<file path="config.mk">
export PLATFORM = sky130hd
export DESIGN_NAME = uart_tx_sched
export DESIGN_NICKNAME = d
export VERILOG_FILES = /design/src/rtl/uart_tx_sched.sv
export SDC_FILE = /design/constraint.sdc
export NUM_CORES = 1
export LEC_CHECK = 0
export ABC_CLOCK_PERIOD_IN_PS = 2100
export CAP_MARGIN = 20
export CORE_AREA = 3 3 106 77
export CTS_CLUSTER_SIZE = 40
export DETAILED_ROUTE_END_ITERATION = 6
export DIE_AREA = 0 0 109 80
export PLACE_DENSITY_LB_ADDON = 0.25
export SETUP_SLACK_MARGIN = 0.5
export SLEW_MARGIN = 20
export SYNTH_ARGS = -nofsm -noshare
export SYNTH_HDL_FRONTEND = slang
export SYNTH_SLANG_ARGS = --single-unit
</file>
<file path="constraint.sdc">
create_clock -name sysclk -period 2.1 [get_ports sysclk]
set_input_delay 0.315 -clock sysclk [delete_from_list [all_inputs] [get_ports sysclk]]
set_output_delay 0.315 -clock sysclk [all_outputs]
set_load 0.01 [all_outputs]
</file>
<file path="src/rtl/uart_tx_sched.sv">
// UART transmit scheduler: CPU byte FIFO plus optional RX-echo holding register, arbitrated
// round-robin into a start/busy handshake with the TX engine. Optional echo path: UART_ECHO_EN.
module uart_tx_sched #(
  parameter int DATA_W      = 8,
  parameter int FIFO_DEPTH  = 4,
  parameter int ACK_TIMEOUT = 16
) (
  input  logic                          sysclk,
  input  logic                          reset,
  input  logic                          cpu_wr,
  input  logic [DATA_W-1:0]             cpu_data,
  output logic                          cpu_ready,
  input  logic                          echo_wr,
  input  logic [DATA_W-1:0]             echo_data,
  output logic                          echo_drop,
  output logic                          tx_start,
  output logic [DATA_W-1:0]             tx_data,
  input  logic                          tx_busy,
  output logic [$clog2(FIFO_DEPTH):0]   fifo_level,
  output logic                          irq_done,
  output logic                          tx_err,
  input  logic                          irq_clr
);
  localparam int AW = $clog2(FIFO_DEPTH);
  localparam int LW = AW + 1;
  localparam int CW = (ACK_TIMEOUT > 1) ? $clog2(ACK_TIMEOUT) : 1;

  typedef enum logic [1:0] {IDLE, START, WAIT_ACK, WAIT_DONE} state_t;
  typedef enum logic {SRC_CPU, SRC_ECHO} src_t;

  state_t                           state;
  src_t                             rr;
  logic [CW-1:0]                    cnt;
  logic [FIFO_DEPTH-1:0][DATA_W-1:0] mem;
  logic [AW-1:0]                    wr_ptr, rd_ptr;
  logic [LW-1:0]                    lvl_nxt;
  logic                             wr_acc, cpu_pend, idle_go, grant_cpu, grant_echo;
  logic                             echo_full;
  logic [DATA_W-1:0]                echo_q;

  assign cpu_pend   = (fifo_level != '0);
  // Space is judged on the registered level only, so a pop in the same cycle never helps.
  assign wr_acc     = cpu_wr && (fifo_level < LW'(FIFO_DEPTH));
  assign idle_go    = (state == IDLE) && !tx_busy && (cpu_pend || echo_full);
  assign grant_cpu  = idle_go && cpu_pend && (!echo_full || rr == SRC_ECHO);
  assign grant_echo = idle_go && echo_full && (!cpu_pend || rr == SRC_CPU);

  always_comb begin
    lvl_nxt = fifo_level;
    if (wr_acc && !grant_cpu)      lvl_nxt = fifo_level + 1'b1;
    else if (!wr_acc && grant_cpu) lvl_nxt = fifo_level - 1'b1;
  end

  always_ff @(posedge sysclk or negedge reset) begin
    if (!reset) begin
      mem        <= '0;
      wr_ptr     <= '0;
      rd_ptr     <= '0;
      fifo_level <= '0;
      cpu_ready  <= 1'b1;
    end else begin
      if (wr_acc) begin
        mem[wr_ptr] <= cpu_data;
        wr_ptr      <= wr_ptr + 1'b1;
      end
      if (grant_cpu) rd_ptr <= rd_ptr + 1'b1;
      fifo_level <= lvl_nxt;
      cpu_ready  <= (lvl_nxt < LW'(FIFO_DEPTH));
    end
  end

`ifdef UART_ECHO_EN
  // Single-entry holding register; a byte being granted this cycle frees the slot.
  always_ff @(posedge sysclk or negedge reset) begin
    if (!reset) begin
      echo_full <= 1'b0;
      echo_q    <= '0;
      echo_drop <= 1'b0;
    end else begin
      echo_drop <= 1'b0;
      if (echo_wr) begin
        if (!echo_full || grant_echo) begin
          echo_full <= 1'b1;
          echo_q    <= echo_data;
        end else begin
          echo_drop <= 1'b1;
        end
      end else if (grant_echo) begin
        echo_full <= 1'b0;
      end
    end
  end
`else
  logic unused_echo;
  assign unused_echo = ^{echo_wr, echo_data};
  assign echo_full   = 1'b0;
  assign echo_q      = '0;
  assign echo_drop   = 1'b0;
`endif

  always_ff @(posedge sysclk or negedge reset) begin
    if (!reset) begin
      state    <= IDLE;
      rr       <= SRC_ECHO;
      cnt      <= '0;
      tx_start <= 1'b0;
      tx_data  <= '0;
      irq_done <= 1'b0;
      tx_err   <= 1'b0;
    end else begin
      tx_start <= 1'b0;
      // Clear first so a same-cycle set below takes priority.
      if (irq_clr) begin
        irq_done <= 1'b0;
        tx_err   <= 1'b0;
      end
      case (state)
        IDLE: begin
          if (grant_cpu) begin
            tx_data  <= mem[rd_ptr];
            rr       <= SRC_CPU;
            tx_start <= 1'b1;
            state    <= START;
          end else if (grant_echo) begin
            tx_data  <= echo_q;
            rr       <= SRC_ECHO;
            tx_start <= 1'b1;
            state    <= START;
          end
        end
        START: begin
          cnt   <= '0;
          state <= WAIT_ACK;
        end
        WAIT_ACK: begin
          if (tx_busy) begin
            state <= WAIT_DONE;
          end else if (cnt == CW'(ACK_TIMEOUT - 1)) begin
            tx_err <= 1'b1;
            state  <= IDLE;
          end else begin
            cnt <= cnt + 1'b1;
          end
        end
        WAIT_DONE: begin
          if (!tx_busy) begin
            irq_done <= 1'b1;
            state    <= IDLE;
          end
        end
        default: state <= IDLE;
      endcase
    end
  end
endmodule
</file>
## Word level (Yosys, flattened, before mapping)

Cells that the tools add are included.

| storage, ports and cells | value |
|---|---|
| register bits | 57 |
| bits in latches | 0 |
| RAM bits | 0 |
| memory bits (read-only) | 0 |
| input port bits | 22 |
| output and inout bits | 16 |
| memories kept | 0 |

| operators by class | value |
|---|---|
| add/subtract/negate cells | 5 |
| multiply operators | 0 |
| div/mod/pow operators | 0 |
| magnitude comparators | 5 |
| eq/ne operators | 9 |
| shift operators | 0 |
| mux-type cells | 24 |
| bitwise logic cells | 0 |
| reductions and logical operators | 16 |

Operator list:

| operator | count |
|---|---|
| 32-bit bitwise mux | 1 |
| 8-bit binary-select mux with 2-bit select | 1 |
| 8-bit demux with 2-bit select | 1 |
| 8-bit two-way mux | 2 |
| 1-bit two-way mux | 9 |
| 2-bit two-way mux | 4 |
| 4-bit two-way mux | 2 |
| 2-bit inequality test, second input constant | 4 |
| 2-bit case mux with 4 select lines | 1 |
| 4-bit case mux with 2 select lines | 1 |
| 1-bit logical AND | 7 |
| 2-bit by 3-bit less-than comparator with 1-bit output, second input constant | 2 |
| 3-bit less-than comparator, second input constant | 2 |
| 3-bit two-way mux | 2 |
| 3-bit AND reduction | 2 |
| 2-bit by 1-bit adder with 2-bit output, second input constant | 2 |
| 4-bit by 1-bit adder with 4-bit output, second input constant | 1 |
| 2-bit equality test, second input constant | 2 |
| 4-bit equality test, second input constant | 1 |
| 3-bit by 1-bit adder with 3-bit output, second input constant | 1 |
| 1-bit logical NOT | 3 |
| 3-bit inequality test, second input constant | 1 |
| 3-bit nonzero test | 1 |
| 3-bit by 1-bit subtractor with 3-bit output, second input constant | 1 |
| 5 further kinds | 5 |

## Longest topological paths before layout

Gate-level depths: netlist of run 1.

| depth | value |
|---|---|
| word-level depth | 8 |
| mapped depth | 10 |

## Least setup slack after synthesis of run 1

No wires, ideal clock.

| timing path | value |
|---|---|
| path type | flip-flop to flip-flop |
| from | register fifo_level[0] |
| to | register (tool-made name) |
| library setup time | 0.121 ns |
| arrival time | 2.190 ns |
| required time | 1.979 ns |
| path slack | -0.211 ns |
| cell stages (with the launch flop) | 10 |
| path buffers | 1 |
| clock period less this slack | 2.311 ns |
| path through | dfrtp_1 inv_1 ha_1 nor2b_1 or4_4 buf_6 clkinv_16 ha_1 a211o_1 a22o_1 |

RTL lines:

| element | RTL line | source |
|---|---|---|
| start: declaration | 19 | `output logic [$clog2(FIFO_DEPTH):0] fifo_level,` |
| start signal: assignment | 67 | `fifo_level <= lvl_nxt;` |

==> results.py, run 1 <==
metrics = {
    "clocking": {
        "clock_latency_ps": 340,
        "cts.htree.levels": 3,
        "cts_buffers": 9,
        "root_buffer": "clkbuf_8",
        "path_clk_slew_ps": 60,
        "cts_sinks": 57,
        "cts_tree": "built",
        "cts_max_path_buffers": 2,
    },
    "sta": {
        "fmax_mhz": 486.9,
        "finalCriticalPeriod_ps": 2054,
        "holdWs_ps": 402.6,
        "finalClockSkew_ps": 8.426,
        "relSlewSlack": 0.6582,
        "hold_violations": 0,
        "slew_violations": 0,
        "tightest_slew_ps": 512.7,
        "rsz0062_at_grt": "true",
        "post-route-period-util": 0.9780,
        "setup_viol": 0,
        "setup_slack_ps": 46.21,
    },
    "power": {
        "clkPwrFrac": 0.187,
        "power.density_nw_per_um2": 1498,
        "combinationalPowerShare": 0.443,
        "intPower_mw": 3.595,
        "p_sw_mw": 1.641,
        "p_sw_frac": 0.3134,
        "power_frac_seq": 0.370,
        "power_mw": 5.236,
        "vdd_ir_drop_max_v": 0.0004689,
        "p_leak_nw": 1.617,
    },
    "floorplan": {
        "dieWidth_um": 109,
        "die_area_um2": 8720,
        "core.rowCount": 26,
        "die_h_um": 80,
        "io_pins": 38,
        "initial_core_util": 0.3653,
        "core_region_area_um2": 7254,
    },
    "finish": {
        "num_antenna_cells": 0,
        "syn2layout_area_growth_pct": 31.92,
        "fin_util": 0.4819,
        "drive_above_1_share": 0.4245,
        "final_cells": 343,
        "fin_nets": 272,
    },
    "worst_setup_path": {
        "r2r_setup_slack_ps": 50,
        "required_ps": 2320,
        "start_kind": "flop",
        "critical_path.endpoint_type": "flop",
        "path_common_cell": "ha_4",
        "crit_slowest_cell": "or4_4",
        "cpLargestDelayFamily": "simple AND/OR/NAND/NOR gates",
        "crit_chain": "inv_2 > ha_4 > nor2b_4 > or4_4 > clkinv_16 > ha_4 > a211o_1 > a22o_1",
        "cp.arrival_ps": 2270,
        "crit_type": "reg -> reg",
        "cp_max_fo": 4,
        "cpPeakStageDelay_ps": 530,
        "worst-path-buf-inv": 2,
    },
    "detailed_routing": {
        "viasPerCell": 4.735,
        "wirelength_um": 5202,
        "drc": 0,
        "wl_per_cell_um": 15.17,
        "drt_first_pass_iters": 4,
        "ant_nets": 0,
        "drt_iter0_drc": 61,
        "num_vias": 1624,
    },
    "global_routing": {
        "grt_usage": 0.1356,
        "overflow": 0,
        "grt_pass1_wl_um": 8549,
        "antenna_found_initial": 0,
        "grt_max_degree": 48,
        "grt_pass1_vias": 1681,
    },
    "logic_synthesis": {
        "synth_warnings": 0,
        "synth_top_area_share": 0.5288,
        "syn_inst": 188,
        "syn_nets": 220,
        "ys_seq_area_frac": 0.5387,
        "synth.distinct_cells": 35,
        "syn-cell-area_um2": 2650,
        "yosys-top-cells-area": "dfrtp_1 53%, mux2_2 14%, mux4_2 6.8%, ha_1 4.7%, mux2_4 4.5%",
        "synth_area_per_cell_um2": 14.10,
        "synth_seq_cells": 57,
        "yosysTopAreaCell": "dfrtp_1",
    },
    "place": {
        "routabilityCongestion": 0.7516,
        "numPlacedInstances": 323,
        "numPortBuffers": 27,
        "pre_cts_ws_ps": -16.09,
        "dpl.hpwl_um": 3425,
    },
    "job": {
        "cap_violations": 0,
    },
    "hold_path": {
        "hp-class": "in -> async",
    },
    "run_status": {
        "outcome": "completed",
    },
}
registers in the layout (all words and copies together) (netlist names), named ones only:
signal / flops
cnt: 4
cpu_ready: 1
fifo_level: 2
irq_done: 1
mem: 32
rd_ptr: 2
state: 2
tx_data: 8
tx_err: 1
tx_start: 1
wr_ptr: 2
layout by cell type, fill, tap and decap left out, types with 3 or more instances in the layout:
master           instances
clkbuf_8                13
buf_6                    3
clkdlybuf4s50_1         19
ha_4                     3
dlygate4sd2_1            3
ha_1                     7
dfrtp_1                 56
nor2_1                   3
nand2_4                  4
mux2i_1                  3
a21oi_1                  3
nand2_1                 12
mux4_2                   8
inv_1                    9
mux2_2                  32
dlymetal6s2s_1           4
mux2_4                   8
buf_4                   14
power groups by stage:
stage | Clock, mW | Sequential [mW] | Combinational [mW]
floorplan | 0 | 1.92 | 1.48
global placement | 0 | 1.94 | 2.14
detailed placement | 0 | 1.96 | 2.18
CTS | 1.01 | 1.95 | 2.23
global route | 1.06 | 2.02 | 2.53
finish | 0.981 | 1.94 | 2.32
synthesized netlist by cell type (all sizes together):
cell and n:
a211o 1, xor2 1, nand4 1, buf 6, inv 11, and3 1, or4 1, o21ai 4
dfrtp 56, ha 10, nand2 17, a21oi 3, a22o 1, a31oi 1, nand2b 1, o22ai 2
nor2b 2, nand3 2, or3b 1, conb 1, and4bb 1, clkinv 1, a211oi 1, mux2 40
xnor2 3, nor3b 2, dfstp 1, mux2i 3, nor2 3, mux4 8, nor3 2
final cells by class:
cell class,instances,area (um2)
clock inverter,2,10.01
inverter,12,71.32
timing repair buffer,47,460.4
tap,98,122.6
sequential,57,1428
fill,663,3759
multi-input combinational,113,1221
clock buffer,14,182.7
logic make-up (layout without fill, tap and decap cells):
family / Yosys count / after routing / share of synthesized area
compound gates: 13 / 13 / 0.02975
fa+ha+maj: 10 / 10 / 0.04721
buf+inv: 18 / 75 / 0.04344
xor+xnor: 4 / 4 / 0.01322
other cells: 1 / 1 / 0.001415
mux: 51 / 51 / 0.2606
flops: 57 / 57 / 0.5387
simple gates: 34 / 34 / 0.06563
per-layer routing:
metal	vias up	part of all wire	wire [um]	track usage
met5	-	0	0	0
met4	0	0.0077	40	0.04918
met3	2	0.037	195	0.05335
met2	29	0.49	2532	0.2083
met1	831	0.47	2434	0.1731
li1	762	-	-	-
final timing paths:
kind,startpoint,end,cells after the start
max,fifo_level[0],flop,8
min,reset,cnt[1],2
max reg2reg,fifo_level[0],flop,8
min reg2reg,mem[16],mem[16],1
max in group asynchronous,reset,mem[3],3
min in group sysclk,mem[16],mem[16],1
timing repair:
action	in CTS	in global routing
hold buffers	1	0
pin swaps	1	0
hold endpoints to repair	9	0
setup endpoints to repair	48	51
buffers inserted	2	1
gates resized for setup	13	19
stage by stage:
step	TNS, ps	cell area (um2)
2_1_floorplan	-118.6	2685
3_3_place_gp	-24.08	3158
3_5_place_dp	-16.09	3158
4_1_cts	0	3397
5_1_grt	-25.71	3496
6_report	0	3496
Note: power is estimated with default switching activity, not from simulation.
==> inputs of run 2 (changes only) <==
--- a/config.mk
+++ b/config.mk
@@ -8,7 +8,6 @@
 export ABC_CLOCK_PERIOD_IN_PS = 2100
 export CAP_MARGIN = 20
 export CORE_AREA = 3 3 106 77
-export CTS_CLUSTER_SIZE = 40
 export DETAILED_ROUTE_END_ITERATION = 6
 export DIE_AREA = 0 0 109 80
 export PLACE_DENSITY_LB_ADDON = 0.25
==> results of run 2 <==
Same layout as run 1: the final DEF is identical, and so are final timing and power.
